**src/rtl/serial_alu_pkg.sv**
```systemverilog
// Shared definitions for the digit-serial ALU: op encodings and the control FSM state type.
package serial_alu_pkg;

    localparam logic [2:0] OP_AND = 3'b000;
    localparam logic [2:0] OP_OR  = 3'b001;
    localparam logic [2:0] OP_ADD = 3'b010;
    localparam logic [2:0] OP_SUB = 3'b110;
    localparam logic [2:0] OP_SLT = 3'b111;
    localparam logic [2:0] OP_NOR = 3'b100;

    typedef enum logic [1:0] {S_IDLE, S_RUN, S_DONE} state_t;

endpackage

```
**src/rtl/serial_alu_digit.sv**
```systemverilog
// One DIGIT-bit ALU slice, reused every RUN cycle. NOR decode exists only with SERIAL_ALU_NOR_EN.
module serial_alu_digit
    import serial_alu_pkg::*;
#(
    parameter int DIGIT = 4
) (
    input  logic [DIGIT-1:0] a,
    input  logic [DIGIT-1:0] b,
    input  logic [2:0]       op,
    input  logic             cin,
    output logic [DIGIT-1:0] r,
    output logic             cout,
    output logic             ctop
);

    logic [DIGIT-1:0] bx;
    logic [DIGIT:0]   c;

    // Ripple chain; op[2] selects subtract (invert b, carry-in of 1 comes via cin).
    always_comb begin
        bx   = op[2] ? ~b : b;
        c    = '0;
        c[0] = cin;
        for (int i = 0; i < DIGIT; i++)
            c[i+1] = (a[i] & bx[i]) | (a[i] & c[i]) | (bx[i] & c[i]);
    end

    // Illegal codes fall into the default arm: zero result, zero carries.
    always_comb begin
        r    = '0;
        cout = 1'b0;
        ctop = 1'b0;
        case (op)
            OP_AND: r = a & b;
            OP_OR:  r = a | b;
`ifdef SERIAL_ALU_NOR_EN
            OP_NOR: r = ~(a | b);
`endif
            OP_ADD, OP_SUB, OP_SLT: begin
                r    = a ^ bx ^ c[DIGIT-1:0];
                cout = c[DIGIT];
                ctop = c[DIGIT-1];
            end
            default: ;
        endcase
    end

endmodule

```
**src/rtl/serial_alu.sv**
```systemverilog
// Digit-serial ALU: WIDTH/DIGIT cycles per op, LSB digit first. Optional NOR via SERIAL_ALU_NOR_EN.
module serial_alu
    import serial_alu_pkg::*;
#(
    parameter int WIDTH = 32,
    parameter int DIGIT = 4
) (
    input  logic             clk,
    input  logic             rst_n,
    input  logic             in_valid,
    output logic             in_ready,
    input  logic [WIDTH-1:0] a,
    input  logic [WIDTH-1:0] b,
    input  logic [2:0]       op,
    output logic             out_valid,
    input  logic             out_ready,
    output logic [WIDTH-1:0] result,
    output logic             cout,
    output logic             overflow,
    output logic             zero
);

    localparam int N  = WIDTH / DIGIT;
    localparam int KW = (N > 1) ? $clog2(N) : 1;

    generate
        if (DIGIT < 1 || (WIDTH % DIGIT) != 0) begin : g_bad_cfg
            $error("serial_alu: WIDTH must be a positive multiple of DIGIT");
        end
    endgenerate

    state_t           state;
    logic [WIDTH-1:0] a_q, b_q;
    logic [2:0]       op_q;
    logic [KW-1:0]    k;
    logic             carry;

    logic [DIGIT-1:0] d_r;
    logic             d_cout, d_ctop;

    serial_alu_digit #(.DIGIT(DIGIT)) u_digit (
        .a    (a_q[DIGIT-1:0]),
        .b    (b_q[DIGIT-1:0]),
        .op   (op_q),
        .cin  (carry),
        .r    (d_r),
        .cout (d_cout),
        .ctop (d_ctop)
    );

    // Result fills from the top and shifts right, so after N digits bit 0 is in place.
    logic [WIDTH+DIGIT-1:0] cat;
    logic [WIDTH-1:0]       res_sh, res_fin;
    logic                   ovf_fin;

    always_comb begin
        cat     = {d_r, result};
        res_sh  = cat[WIDTH+DIGIT-1:DIGIT];
        ovf_fin = d_ctop ^ d_cout;
        res_fin = res_sh;
        if (op_q == OP_SLT) begin
            res_fin    = '0;
            res_fin[0] = d_r[DIGIT-1] ^ ovf_fin;
        end
    end

    always_ff @(posedge clk or negedge rst_n) begin
        if (!rst_n) begin
            state     <= S_IDLE;
            a_q       <= '0;
            b_q       <= '0;
            op_q      <= OP_AND;
            k         <= '0;
            carry     <= 1'b0;
            result    <= '0;
            cout      <= 1'b0;
            overflow  <= 1'b0;
            zero      <= 1'b0;
            in_ready  <= 1'b1;
            out_valid <= 1'b0;
        end else begin
            case (state)
                S_IDLE: begin
                    if (in_valid) begin
                        a_q      <= a;
                        b_q      <= b;
                        op_q     <= op;
                        k        <= '0;
                        carry    <= op[2];
                        in_ready <= 1'b0;
                        state    <= S_RUN;
                    end
                end
                S_RUN: begin
                    a_q   <= a_q >> DIGIT;
                    b_q   <= b_q >> DIGIT;
                    carry <= d_cout;
                    k     <= k + KW'(1);
                    if (k == KW'(N - 1)) begin
                        result    <= res_fin;
                        cout      <= d_cout;
                        overflow  <= ovf_fin;
                        zero      <= (res_fin == '0);
                        out_valid <= 1'b1;
                        state     <= S_DONE;
                    end else begin
                        result <= res_sh;
                    end
                end
                S_DONE: begin
                    if (out_ready) begin
                        out_valid <= 1'b0;
                        in_ready  <= 1'b1;
                        state     <= S_IDLE;
                    end
                end
                default: state <= S_IDLE;
            endcase
        end
    end

endmodule

```
**config.mk**
```make
export PLATFORM = sky130hd
export DESIGN_NAME = serial_alu
export DESIGN_NICKNAME = d
export VERILOG_FILES = /design/src/rtl/serial_alu_pkg.sv /design/src/rtl/serial_alu_digit.sv /design/src/rtl/serial_alu.sv
export SDC_FILE = /design/constraint.sdc
export NUM_CORES = 1
export LEC_CHECK = 0
export ABC_AREA = 1
export CORE_ASPECT_RATIO = 1.25
export CORE_UTILIZATION = 47
export CTS_BUF_LIST = sky130_fd_sc_hd__clkbuf_16
export DETAILED_ROUTE_END_ITERATION = 8
export GPL_TIMING_DRIVEN = 0
export PLACE_DENSITY = 0.87
export RECOVER_POWER = 25
export SLEW_MARGIN = 20
export SYNTH_ARGS = -nofsm -noshare
export SYNTH_HDL_FRONTEND = slang
export SYNTH_SLANG_ARGS = --single-unit
export TNS_END_PERCENT = 30
```
**constraint.sdc**
```tcl
create_clock -name clk -period 2.5 [get_ports clk]
set_input_delay 0.625 -clock clk [delete_from_list [all_inputs] [get_ports clk]]
set_output_delay 0.625 -clock clk [all_outputs]
set_load 0.05 [all_outputs]
```
==> After elaboration in Yosys (flattened, before gate mapping) <==
Index checks and enable logic that the tools add are counted.
W data, S select, Z words.
{ "word_totals": {"regBits": 110, "latch_bits": 0, "mem_bits_rw": 0, "rom_bits": 0, "input_bits": 71, "out_inout_bits": 37, "memories": 0} }
{ "classes": {"addsub": 1, "mul": 0, "n_div": 0, "magnitude_cmp": 0, "n_eq_ne": 10, "shift": 0, "muxes": 24, "bitwise_logic": 27, "n_reduce_logical": 13} }
{ "op_table": {"columns": ["operator", "count"], "rows": [
  ["$mux W32", 4],
  ["$pmux W32 S2", 2],
  ["$logic_not A32 Y1", 1],
  ["$and A1 B1 Y1", 12],
  ["$pmux W4 S3", 1],
  ["$eq A3 B3 Y1 const B", 3],
  ["$reduce_and A3 Y1", 3],
  ["$or A1 B1 Y1", 8],
  ["$xor A4 B4 Y4", 2],
  ["$mux W1", 7],
  ["$mux W2", 3],
  ["$ne A2 B2 Y1 const B", 3],
  ["$pmux W1 S2", 3],
  ["$pmux W2 S3", 1],
  ["$pmux W3 S2", 1],
  ["$reduce_and A2 Y1", 3],
  ["$reduce_bool A2 Y1", 3],
  ["$and A4 B4 Y4", 1],
  ["$mux W4", 1],
  ["$not A4 Y4", 1],
  ["$or A4 B4 Y4", 1],
  ["$add A3 B1 Y3 const B", 1],
  ["$eq A3 B1 Y1 const B", 1],
  ["$eq A3 B2 Y1 const B", 1],
  ["other kinds (7)", 8]
]} }

==> Depth between registers and ports, before layout <==
{ "depth": {"ltp_word": 19, "ltp_mapped": 18} }

==> Modules after synthesis <==
A second synthesis with hierarchy kept.
{ "unflattened": {"hier_cells": 572, "hier_area_um2": 5238.8} }
{ "modules_own_cells": {"columns": ["module", "n_inst", "cells_each", "area_each_um2", "seq_area_each_um2"], "rows": [
  ["serial_alu", 1, 512, 4893.4, 2753.9],
  ["serial_alu_digit", 1, 60, 345.3, 0.0]
]} }

==> Least setup slack after synthesis <==
OpenSTA, ideal clock, no wires.
{ "synth_path": {"path_type": "register to register", "from": "register op_q[2]", "to": "register zero", "arrival_ns": 2.632, "setup_slack_ns": -0.250, "path_stages_with_launch": 16, "path_buffers": 1, "synth_period_minus_slack_ns": 2.750, "path_cell_list": "dfrtp_1 -> buf_4 -> xnor2_1 -> fa_1 -> fa_1 -> inv_1 -> fa_1 -> fa_1 -> nand3_1 -> nand3_1 -> nand2_1 -> nand3_1 -> nand2_1 -> nor2_1 -> nand2_1 -> nand2_1"} }
{ "synth_between": {"elab_chain_cells": 18} }
{ "synth_rtl": {"columns": ["item", "line", "rtl"], "rows": [
  ["start: declaration", "serial_alu.sv:34", "logic [2:0] op_q;"],
  ["start signal: assignment", "serial_alu.sv:87", "op_q <= op;"],
  ["$mux W4", "serial_alu_digit.sv:21", "bx = op[2] ? ~b : b;"],
  ["$and A1 B1 Y1", "serial_alu_digit.sv:25", "c[i+1] = (a[i] & bx[i]) | (a[i] & c[i]) | (bx[i] & c[i]);"],
  ["$or A1 B1 Y1 (2 in a row)", "serial_alu_digit.sv:25", null],
  ["$and A1 B1 Y1", "serial_alu_digit.sv:25", null],
  ["$or A1 B1 Y1 (2 in a row)", "serial_alu_digit.sv:25", null],
  ["$and A1 B1 Y1", "serial_alu_digit.sv:25", null],
  ["$or A1 B1 Y1 (2 in a row)", "serial_alu_digit.sv:25", null],
  ["$and A1 B1 Y1", "serial_alu_digit.sv:25", null],
  ["$or A1 B1 Y1 (2 in a row)", "serial_alu_digit.sv:25", null],
  ["$mux W1", "serial_alu_digit.sv:33", "case (op)"],
  ["$xor A1 B1 Y1", "serial_alu.sv:59", "ovf_fin = d_ctop ^ d_cout;"],
  ["$xor A1 B1 Y1", "serial_alu.sv:63", "res_fin[0] = d_r[DIGIT-1] ^ ovf_fin;"],
  ["$mux W32 *", "serial_alu.sv:61", "if (op_q == OP_SLT) begin"],
  ["$logic_not A32 Y1 *", "serial_alu.sv:103", "zero <= (res_fin == '0);"],
  ["end signal: assignment", "serial_alu.sv:103", null],
  ["end: declaration", "serial_alu.sv:20", "output logic zero"]
]} }
Mark *: on every way between the ends. The rest lies on a longest branch, timed or not.
A chain may end at the register's enable or synchronous reset.

==> Final worst setup path <==
{ "layout_path": {"from": "register b_q[0]", "to": "register zero"} }
{ "layout_between": {"elab_chain_cells": 19} }
{ "layout_rtl": {"columns": ["item", "line", "rtl"], "rows": [
  ["start: declaration", "serial_alu.sv:33", "logic [WIDTH-1:0] a_q, b_q;"],
  ["start signal: assignment", "serial_alu.sv:96", "b_q <= b_q >> DIGIT;"],
  ["$not A4 Y4", "serial_alu_digit.sv:21", null],
  ["$mux W4", "serial_alu_digit.sv:21", null],
  ["$and A1 B1 Y1", "serial_alu_digit.sv:25", null],
  ["$or A1 B1 Y1 (2 in a row)", "serial_alu_digit.sv:25", null],
  ["$and A1 B1 Y1", "serial_alu_digit.sv:25", null],
  ["$or A1 B1 Y1 (2 in a row)", "serial_alu_digit.sv:25", null],
  ["$and A1 B1 Y1", "serial_alu_digit.sv:25", null],
  ["$or A1 B1 Y1 (2 in a row)", "serial_alu_digit.sv:25", null],
  ["$and A1 B1 Y1", "serial_alu_digit.sv:25", null],
  ["$or A1 B1 Y1 (2 in a row)", "serial_alu_digit.sv:25", null],
  ["$mux W1", "serial_alu_digit.sv:33", null],
  ["$xor A1 B1 Y1", "serial_alu.sv:59", null],
  ["$xor A1 B1 Y1", "serial_alu.sv:63", null],
  ["$mux W32 *", "serial_alu.sv:61", null],
  ["$logic_not A32 Y1 *", "serial_alu.sv:103", null]
]} }
Marks and branches as above.

==> run_results.csv <==
group,metric,value,unit
clocking,cts-root-buf,"clkbuf_16",
synthesis,synth_warnings,0,
sta,finClkSkew,0.00762,ns
layout,layout-drive-gt1-share,0.202,
layout,final_common_cell,"dfrtp_1",
layout,area_growth,30.2,%
layout,final_cell_mix,"107 x dfrtp_1, 106 x clkdlybuf4s50_1, 99 x inv_1",
routing,ant_nets,0,
synthesis,synth_top_area_share,0.506,
routing,wirelength,13.5,mm
routing,vias,4379,
floorplanning,chipWidth,97.8,um
pwr,power.leakage,3.08,nW
layout,fin_nets,726,
setup_path,critPathKind,"flop to flop",
setup_path,reg2reg_from,"b_q[0]",
worst_hold_path,whs_path_depth,2,
floorplanning,die_area,11900,um^2
synthesis,synth.ff_latch_count,110,
flow_run,maxCapViolations,1,
floorplanning,fp.coreArea,11100,um^2
clocking,numCtsBuffers,9,
global_routing,grt_pass1_vias,4643,
clocking,clkSinkCount,110,
setup_path,rrSetupSlack,-0.23,ns
setup_path,cp-end-kind,"flop",
routing,drc,22,
place,gp_congestion,0.860,
place,numPortBuffers,107,
layout,fin_cells,789,
setup_path,cp-startpoint,"b_q[0]",
setup_path,cp_max_fo,3,
sta,relSlewSlack,-0.320,
sta,rsz0062_at_grt,"yes",
routing,initialDrtViolationCount,268,
layout,antenna_cells,0,
clocking,ctsHoldBuffers,0,
setup_path,arrival,2.98,ns
setup_path,critPathRequiredTime,2.75,ns
sta,setup_viol,3,
sta,whs,0.481,ns
synthesis,synth_seq_area_share,0.511,
clocking,cts_buffer_depth,2,
worst_hold_path,hp-start,"in_ready",
sta,fin_tns_setup,-0.564,ns
sta,final_max_slew_viol_count,37,
routing,drt_first_pass_iters,7,
setup_path,r2r_cells,16,
run_status,violations,"design-rule violations, max-capacitance violations, max-slew violations, negative setup slack",
global_routing,grt_start_max_net_pins,76,
sta,hold_viol,0,
pwr,powerDensity,1500,nW/um^2
setup_path,cp-start-kind,"flop",
floorplanning,start_util,0.484,
setup_path,rr_endpoint,"zero",
global_routing,grt_pass1_wl,22.1,mm
synthesis,synthCells,524,
routing,viasPerCell,5.55,
layout,fill_cells,841,
clocking,clkTransAtPathRegs,0.07,ns
synthesis,synth_enable_flop_cells,0,
sta,fin_crit_sh,1.09,
place,hpwl,9.67,mm
global_routing,grtUsageTotal,0.237,
clocking,cts_tree,"built",
floorplanning,ios,108,
synthesis,yosysTopAreaCell,"dfrtp_1",
synthesis,netlist_area,5390,um^2
global_routing,gr-total-overflow,0,
worst_hold_path,min_to,"in_ready",
sta,finalCriticalPeriod,2.73,ns
synthesis,avgSynthCellArea,10.3,um^2
sta,worst_pin_slew,1.98,ns
global_routing,antenna_found_initial,0,
floorplanning,die_y,122,um
run_status,status,"complete, but fails checks",
place,dp.cells,767,
pwr,ir_drop,0.585,mV
clocking,htreeDepth,3,
synthesis,synth-async-reset-ratio,1.00,
clocking,clk_latency,0.36,ns
synthesis,synthesis.nets,601,
routing,wl_per_cell,17.1,um
synthesis,synthFlopType,"dfrtp_1",
floorplanning,num_rows,43,
synthesis,synth_cell_types,36,
synthesis,yosys-top-cells-area,"dfrtp_1 51%, a221oi_2 13%, inv_1 7.0%, nor3_1 5.1%, nand2_1 3.5%",
worst_hold_path,hold_class,"flop to flop",
sta,worst_slack,-0.233,ns
sta,timing.fmax,0.366,GHz
## per-layer routing
metal / track usage / vias to the layer above / part of all wire
met1: 0.270 / 2138 / 0.40
li1: - / 2042 / -
met4: 0.127 / 0 / 0.045
met3: 0.0436 / 46 / 0.045
met5: 0 / - / 0
met2: 0.421 / 153 / 0.51
## cell usage after synthesis, types with 2 or more instances
cell type  instances
xor2_1             2
clkbuf_1           5
o22ai_2            5
nor2_1            17
a221oi_1           5
inv_1            101
o21ai_0           16
nand3_1           21
a22o_1             2
nand2_1           50
a221oi_2          47
fa_1               4
o211ai_1           4
ha_1               2
xnor2_1            2
buf_2             16
inv_2              4
o21ai_1           10
buf_6             10
nor2_4             2
a21oi_1            3
o22ai_1           19
o21a_1             2
dfrtp_1          109
nor3_1            55
## kinds of logic (layout without fill, tap and decap cells)
logic type	after synthesis	in the layout	share of synthesized area
compound gates	116	116	0.217
xor+xnor	4	4	0.00650
fa+ha+maj	6	6	0.0195
buf+inv	139	269	0.118
flops	110	110	0.511
simple gates	149	149	0.129
## repair_timing
action,in CTS,in global routing
endpoints found under the setup margin,4,5
resized for setup,8,8
setup buffers,4,3
pin swaps,4,12
## worst max-delay path by stage
stage	endpoint	slack [ns]
after floorplan	zero	-0.14
after global placement	a_q[15]	-3.12
after detailed placement	zero	-0.36
after CTS	zero	-0.28
after global routing	zero	-0.39
final	zero	-0.23
## area by class of cell
class	count	area (um^2)	share of cell area
plain buffers	32	226	0.0322
clock buffers	9	225	0.0321
clock inverters	7	50.0	0.00712
inverters	106	400	0.0570
multi-input cells	275	2070	0.294
flip-flops and latches	110	2760	0.392
well taps	135	169	0.0240
repair buffers	115	1130	0.161
## worst max-delay path: stages (launching register included)
cell	delay (ns)
dfrtp_2	0.47
xnor2_4	0.17
fa_2	0.22
fa_2	0.19
inv_2	0.04
fa_2	0.40
fa_2	0.40
nand2_2	0.10
inv_2	0.05
nor2_4	0.09
nand2_2	0.08
nand4_1	0.10
nand3_1	0.08
nand2_1	0.08
nor2_1	0.05
nand2_1	0.07
nand2_1	0.04
## registers in the layout, summed over array words and instances, names as in the netlist
signal     count
cout           1
state          2
out_valid      1
in_ready       1
overflow       1
result        32
zero           1
carry          1
b_q           32
a_q           32
op_q           3
k              3
## through the flow
stage / instance area (um^2) / setup WS, ns / power (mW) / utilization
floorplan: 5410 / -0.138 / 7.33 / -
global placement: 6650 / -3.12 / 8.59 / 0.597
detailed placement: 6680 / -0.355 / 8.87 / 0.600
CTS: 7010 / -0.282 / 10.4 / 0.630
global route: 7030 / -0.388 / 11.2 / 0.631
finish: 7030 / -0.233 / 10.5 / 0.631
## power by group
part | leakage, nW | switching (mW) | internal [mW]
sequential | 1.32 | 0.427 | 2.60
clock | 0.139 | 0.671 | 0.682
combinational | 1.62 | 3.76 | 2.41
Power figures use the tool's default switching activity.
